$ cat src/rtl/fir_pkg.sv
// rtl/fir_pkg.sv - shared FIR sample widths and round/saturate helper
package fir_pkg;

    localparam int FIR_IN_W  = 12;
    localparam int FIR_ACC_W = 32;

    // One guard bit above the accumulator so the rounding add cannot wrap
    typedef logic signed [FIR_ACC_W:0] acc_ext_t;

    typedef struct packed {
        logic                 sat;
        logic [FIR_ACC_W-1:0] q;
    } sat_round_t;

    // Round-half-up by 2^shift, then clamp to a signed out_w-bit range
    function automatic sat_round_t sat_round(input logic [FIR_ACC_W-1:0] x,
                                             input int shift,
                                             input int out_w);
        acc_ext_t   t;
        acc_ext_t   q;
        acc_ext_t   max_v;
        acc_ext_t   min_v;
        sat_round_t r;
        t     = acc_ext_t'($signed(x)) + (acc_ext_t'(1) <<< (shift - 1));
        q     = t >>> shift;
        max_v = (acc_ext_t'(1) <<< (out_w - 1)) - acc_ext_t'(1);
        min_v = -max_v - acc_ext_t'(1);
        r.sat = 1'b0;
        r.q   = q[FIR_ACC_W-1:0];
        if (q > max_v) begin
            r.sat = 1'b1;
            r.q   = max_v[FIR_ACC_W-1:0];
        end else if (q < min_v) begin
            r.sat = 1'b1;
            r.q   = min_v[FIR_ACC_W-1:0];
        end
        return r;
    endfunction

endpackage

$ cat src/rtl/fir_sync_fifo.sv
// rtl/fir_sync_fifo.sv - show-ahead synchronous FIFO, power-of-two depth
module fir_sync_fifo import fir_pkg::*; #(
    parameter int W     = 16,
    parameter int DEPTH = 4
) (
    input  logic                       clk,
    input  logic                       rst,
    input  logic                       i_push,
    input  logic [W-1:0]               i_push_data,
    input  logic                       i_pop,
    output logic [W-1:0]               o_head,
    output logic                       o_full,
    output logic                       o_empty,
    output logic [$clog2(DEPTH):0]     o_level
);

    localparam int AW = $clog2(DEPTH);
    localparam int LW = AW + 1;

    logic [W-1:0]  r_mem [DEPTH];
    logic [AW-1:0] r_wr_ptr;
    logic [AW-1:0] r_rd_ptr;
    logic [LW-1:0] r_level;
    logic          w_do_push;
    logic          w_do_pop;

    assign o_full    = (r_level == LW'(DEPTH));
    assign o_empty   = (r_level == '0);
    assign o_level   = r_level;
    assign o_head    = r_mem[r_rd_ptr];
    assign w_do_pop  = i_pop && !o_empty;
    // A pop frees the head slot this edge, so a full FIFO still takes a push
    assign w_do_push = i_push && (!o_full || w_do_pop);

    // Storage, pointers and occupancy; pointers wrap because DEPTH is 2^AW
    always_ff @(posedge clk) begin
        if (!rst) begin
            for (int i = 0; i < DEPTH; i++) begin
                r_mem[i] <= '0;
            end
            r_wr_ptr <= '0;
            r_rd_ptr <= '0;
            r_level  <= '0;
        end else begin
            if (w_do_push) begin
                r_mem[r_wr_ptr] <= i_push_data;
                r_wr_ptr        <= r_wr_ptr + AW'(1);
            end
            if (w_do_pop) begin
                r_rd_ptr <= r_rd_ptr + AW'(1);
            end
            case ({w_do_push, w_do_pop})
                2'b10:   r_level <= r_level + LW'(1);
                2'b01:   r_level <= r_level - LW'(1);
                default: r_level <= r_level;
            endcase
        end
    end

endmodule

$ cat src/rtl/fir_requant_decim.sv
// rtl/fir_requant_decim.sv - FIR output requantise, decimate and buffer
module fir_requant_decim import fir_pkg::*; #(
    parameter int IN_W       = 32,
    parameter int OUT_W      = 16,
    parameter int SHIFT      = 12,
    parameter int DECIM      = 4,
    parameter int FIFO_DEPTH = 4
) (
    input  logic                          clk,
    input  logic                          rst,
    input  logic                          in_valid,
    input  logic [IN_W-1:0]               in_data,
    input  logic                          clr_flags,
    output logic                          out_valid,
    input  logic                          out_ready,
    output logic [OUT_W-1:0]              out_data,
    output logic [$clog2(FIFO_DEPTH):0]   fifo_level,
    output logic                          sat_flag,
    output logic                          ovf_flag
);

    localparam int PH_W = (DECIM > 1) ? $clog2(DECIM) : 1;

    logic [FIR_ACC_W-1:0] w_x;
    sat_round_t           w_sr;
    logic                 w_unused_hi;
    logic                 w_keep;
    logic                 w_pop;
    logic                 w_full;
    logic                 w_empty;

    logic                 r_q_valid;
    logic [OUT_W-1:0]     r_q_data;
    logic [PH_W-1:0]      r_phase;
    logic                 r_sat_flag;
    logic                 r_ovf_flag;

    assign w_x         = FIR_ACC_W'($signed(in_data));
    assign w_sr        = sat_round(w_x, SHIFT, OUT_W);
    assign w_unused_hi = ^w_sr.q[FIR_ACC_W-1:OUT_W];
    assign w_keep      = r_q_valid && (r_phase == '0);
    assign w_pop       = out_ready && !w_empty;
    assign out_valid   = !w_empty;
    assign sat_flag    = r_sat_flag;
    assign ovf_flag    = r_ovf_flag;

    // Stage 1: register the rounded and clamped sample
    always_ff @(posedge clk) begin
        if (!rst) begin
            r_q_valid <= 1'b0;
            r_q_data  <= '0;
        end else begin
            r_q_valid <= in_valid;
            if (in_valid) begin
                r_q_data <= w_sr.q[OUT_W-1:0];
            end
        end
    end

    // Decimation phase advances only on stage-1 valid samples
    always_ff @(posedge clk) begin
        if (!rst) begin
            r_phase <= '0;
        end else if (r_q_valid) begin
            r_phase <= (r_phase == PH_W'(DECIM - 1)) ? '0 : r_phase + PH_W'(1);
        end
    end

    // Sticky flags; a set in the same cycle as a clear takes priority
    always_ff @(posedge clk) begin
        if (!rst) begin
            r_sat_flag <= 1'b0;
            r_ovf_flag <= 1'b0;
        end else begin
            if (in_valid && w_sr.sat) begin
                r_sat_flag <= 1'b1;
            end else if (clr_flags) begin
                r_sat_flag <= 1'b0;
            end
            if (w_keep && w_full && !w_pop) begin
                r_ovf_flag <= 1'b1;
            end else if (clr_flags) begin
                r_ovf_flag <= 1'b0;
            end
        end
    end

    fir_sync_fifo #(
        .W     (OUT_W),
        .DEPTH (FIFO_DEPTH)
    ) u_fifo (
        .clk         (clk),
        .rst         (rst),
        .i_push      (w_keep),
        .i_push_data (r_q_data),
        .i_pop       (out_ready),
        .o_head      (out_data),
        .o_full      (w_full),
        .o_empty     (w_empty),
        .o_level     (fifo_level)
    );

endmodule
$ cat config.mk
export PLATFORM = sky130hd
export DESIGN_NAME = fir_requant_decim
export DESIGN_NICKNAME = d
export VERILOG_FILES = /design/src/rtl/fir_pkg.sv /design/src/rtl/fir_sync_fifo.sv /design/src/rtl/fir_requant_decim.sv
export SDC_FILE = /design/constraint.sdc
export NUM_CORES = 1
export LEC_CHECK = 0
export CORE_ASPECT_RATIO = 1.25
export CORE_MARGIN = 2
export CORE_UTILIZATION = 42
export CTS_BUF_LIST = sky130_fd_sc_hd__clkbuf_8 sky130_fd_sc_hd__clkbuf_16
export DETAILED_ROUTE_END_ITERATION = 12
export HOLD_SLACK_MARGIN = 0.15
export PLACE_DENSITY = 0.74
export REMOVE_ABC_BUFFERS = 1
export SYNTH_ARGS = -nofsm -noshare
export SYNTH_HDL_FRONTEND = slang
export SYNTH_SLANG_ARGS = --single-unit
$ cat constraint.sdc
create_clock -name clk -period 7.05 [get_ports clk]
set_input_delay 1.41 -clock clk [delete_from_list [all_inputs] [get_ports clk]]
set_output_delay 1.41 -clock clk [all_outputs]
set_load 0.02 [all_outputs]
==> qor.txt <==
Routability cong. -> 0.866
Via Count -> 2840
#FFs+latches synth -> 94
GRT Resource Usage Total -> 0.167
Post-Synth XOR/XNOR Area -> 0.0441
Vias in the first global route -> 2913
# nets final -> 445
Avg Cell Area, Syn -> 12.1 um^2
Synthesis Warnings -> 0
Initial antenna violation count -> 0
Starting Density -> 0.433
Clock power frac -> 0.337
Sequential Power Share -> 0.458
F_max -> 240 MHz
Share of layout cells above drive strength 1 -> 0.110
Post-route ant nets -> 0
Min-Delay Path Depth -> 2
Synthesized instance count -> 361
Startpoint types -> primary input
Reg2Reg Depth -> 8
Largest net degree at the start of global routing -> 21
CTS hold repair buffers -> 0
Critical path type -> in2reg
Worst slew pin tran -> 1150 ps
1st-iter DRT viols -> 179
Synth Cell Area -> 4370 um^2
PortBufs -> 47
CORE AREA -> 10100 um^2
Net Sw Frac -> 0.257
Power Internal -> 1.10 mW
Drt wl/cell -> 15.9 um
Hold WS -> 482 ps
Mux cell area share after synthesis -> 0.0892
Die Span X -> 95.3 um
Placed insts -> 521
Setup tns final -> 0 ps
Total iterations of the first detailed-routing run -> 4
Gr ovfl total -> 0
Fin crit period -> 4180 ps
Worst hold path type -> reg2reg
Dominant synthesized flop cell -> edfxtp_1
Setup Fix Bufs, Post-CTS -> 0
P_sw -> 0.380 mW
Post-synth EDFFs -> 64
Slew Viols, Final -> 0
CP max stage cell -> clkdlybuf4s50_1
Die Height -> 118 um
CP peak stage delay -> 820 ps
CP max FO -> 20
CTS root buf -> clkbuf_16
Deepest clock path buffer count -> 2
Fin Clk Skew -> 7.36 ps
RSZ-0062 raised after global routing -> no
Worst-Skew Late Latency -> 340 ps
Worst rel slew slack -> 0.235
Area of the die -> 11300 um^2
DP HPWL -> 5.66 mm
Status -> finished clean
CTS tree -> yes
Adder-cell share of the synthesized area -> 0.0160
Synth Area in Compound Gates -> 0.0595
First-pass GRT wire length -> 14.1 mm
Power Density -> 283 nW/um^2
Area Overhead vs Synth -> 19.5%
Fin area -> 5230 um^2
Setup Viol. Count Final -> 0
Cell Rows -> 41
DP Area -> 4920 um^2
Drt drc -> 0
Hold Vio Cnt, Final -> 0
Final worst-path cycle share -> 0.592
CTS H-tree depth -> 3
Worst setup EP type -> flip-flop
Worst VDD drop -> 0.127 mV
Ports -> 59
Simple-gate portion of the synthesized area -> 0.168
Distinct cells, synth -> 43
Via-to-Cell Ratio -> 5.29
Share of synthesized registers carrying an async set or reset -> 0
Cell Chain, Critical Path -> clkdlybuf4s50_1 > and2_1 > nor3b_1 > buf_4 > nand2b_1
N_diodes -> 0
Comb pwr share -> 0.206
MaxCap Viol Count -> 0
Final std cells w/o fill -> 537
WP data required -> 7010 ps
PostCTS Resize Cnt -> 0
Main combinational cell family by area after synthesis -> simple AND/OR/NAND/NOR gates
Total CTS buffers -> 9
Number of clock sinks -> 94
Clock transition at path regs -> 60 ps
Sequential fraction of the synthesis area -> 0.577
Arr. time, crit path -> 4140 ps
Routed wire length -> 8.53 mm
Static leakage -> 1.94 nW
## per-stage QoR
step / util / setup slack, ps / total power [mW]
after floorplan: - / 3290 / 0.862
after global placement: 0.487 / 2450 / 0.992
after detailed placement: 0.487 / 2450 / 0.998
after CTS: 0.517 / 2780 / 1.49
after global routing: 0.517 / 2650 / 1.54
final: 0.517 / 2870 / 1.48
## critical path, delay by kind of cell
family        cells  cell delay, ps
buf+inv           2            1060
simple gates      3            1650
## routing by layer
layer,vias up,wire (um),part of all wire,track usage
li1,1364,-,-,-
met1,1389,3560,0.42,0.206
met2,76,4320,0.51,0.281
met3,11,483,0.057,0.0307
met4,0,166,0.019,0.0707
met5,-,0,0,0
## cells in the mapped netlist, types with 8 or more instances
| cell | instances | share of area |
|---|---|---|
| xnor2_1 | 8 | 0.016 |
| dfxtp_1 | 30 | 0.14 |
| and2_1 | 26 | 0.037 |
| o211ai_2 | 11 | 0.031 |
| nor2_1 | 35 | 0.030 |
| nand2_1 | 44 | 0.038 |
| xor2_1 | 14 | 0.028 |
| clkbuf_1 | 11 | 0.0094 |
| nand4_1 | 8 | 0.011 |
| mux4_2 | 16 | 0.082 |
| edfxtp_1 | 64 | 0.44 |
| inv_1 | 25 | 0.021 |
## final timing paths
| kind | endpoint | slack [ps] | from |
|---|---|---|---|
| max | u_fifo.r_mem[0][3] | 2870 | rst |
| min | sat_flag | 480 | sat_flag |
| max reg2reg | u_fifo.r_mem[0][3] | 4000 | r_phase[0] |
| min reg2reg | sat_flag | 480 | sat_flag |
## cell usage in the layout, fill, tap and decap left out, drive strengths merged, types with 4 or more instances in the layout
cell	count
and2	26
edfxtp	64
mux4	16
and4	4
xnor2	8
inv	27
o21ai	8
or3	4
nor2	35
clkdlybuf4s50	47
nand2	45
nor2b	5
xor2	14
clkbuf	9
ha	4
dfxtp	30
nand3	7
nand4	8
o211ai	15
## sequential cells by signal (all words and copies together), names as in the netlist, named ones only
register	count
sat_flag	1
r_phase	2
r_q_data	16
u_fifo.r_mem	64
ovf_flag	1
u_fifo.r_wr_ptr	2
u_fifo.o_level	3
r_q_valid	1
u_fifo.r_rd_ptr	2
## cell type report
class / instances / area, um^2
fillers: 870 / 4880
flip-flops and latches: 94 / 2520
multi-input cells: 223 / 1650
repair buffers: 50 / 493
clock buffers: 9 / 225
well taps: 129 / 161
inverters: 25 / 93.8
clock inverters: 7 / 83.8
## power groups by stage
stage                     logic, mW  clock network (mW)  registers [mW]
after floorplan               0.179                   0           0.683
after global placement        0.302                   0           0.689
after detailed placement      0.307                   0           0.692
after CTS                     0.308               0.501           0.680
after global routing          0.329               0.521           0.688
final                         0.304               0.499           0.677
## logic make-up after synthesis
family | Yosys count
buffers and inverters | 44
AOI/OAI and AO/OA | 30
and+or+nand+nor | 147
DFF | 94
adders and majority gates | 5
muxes | 19
xor gates and xnor gates | 22
(Power assumes the default switching activity.)
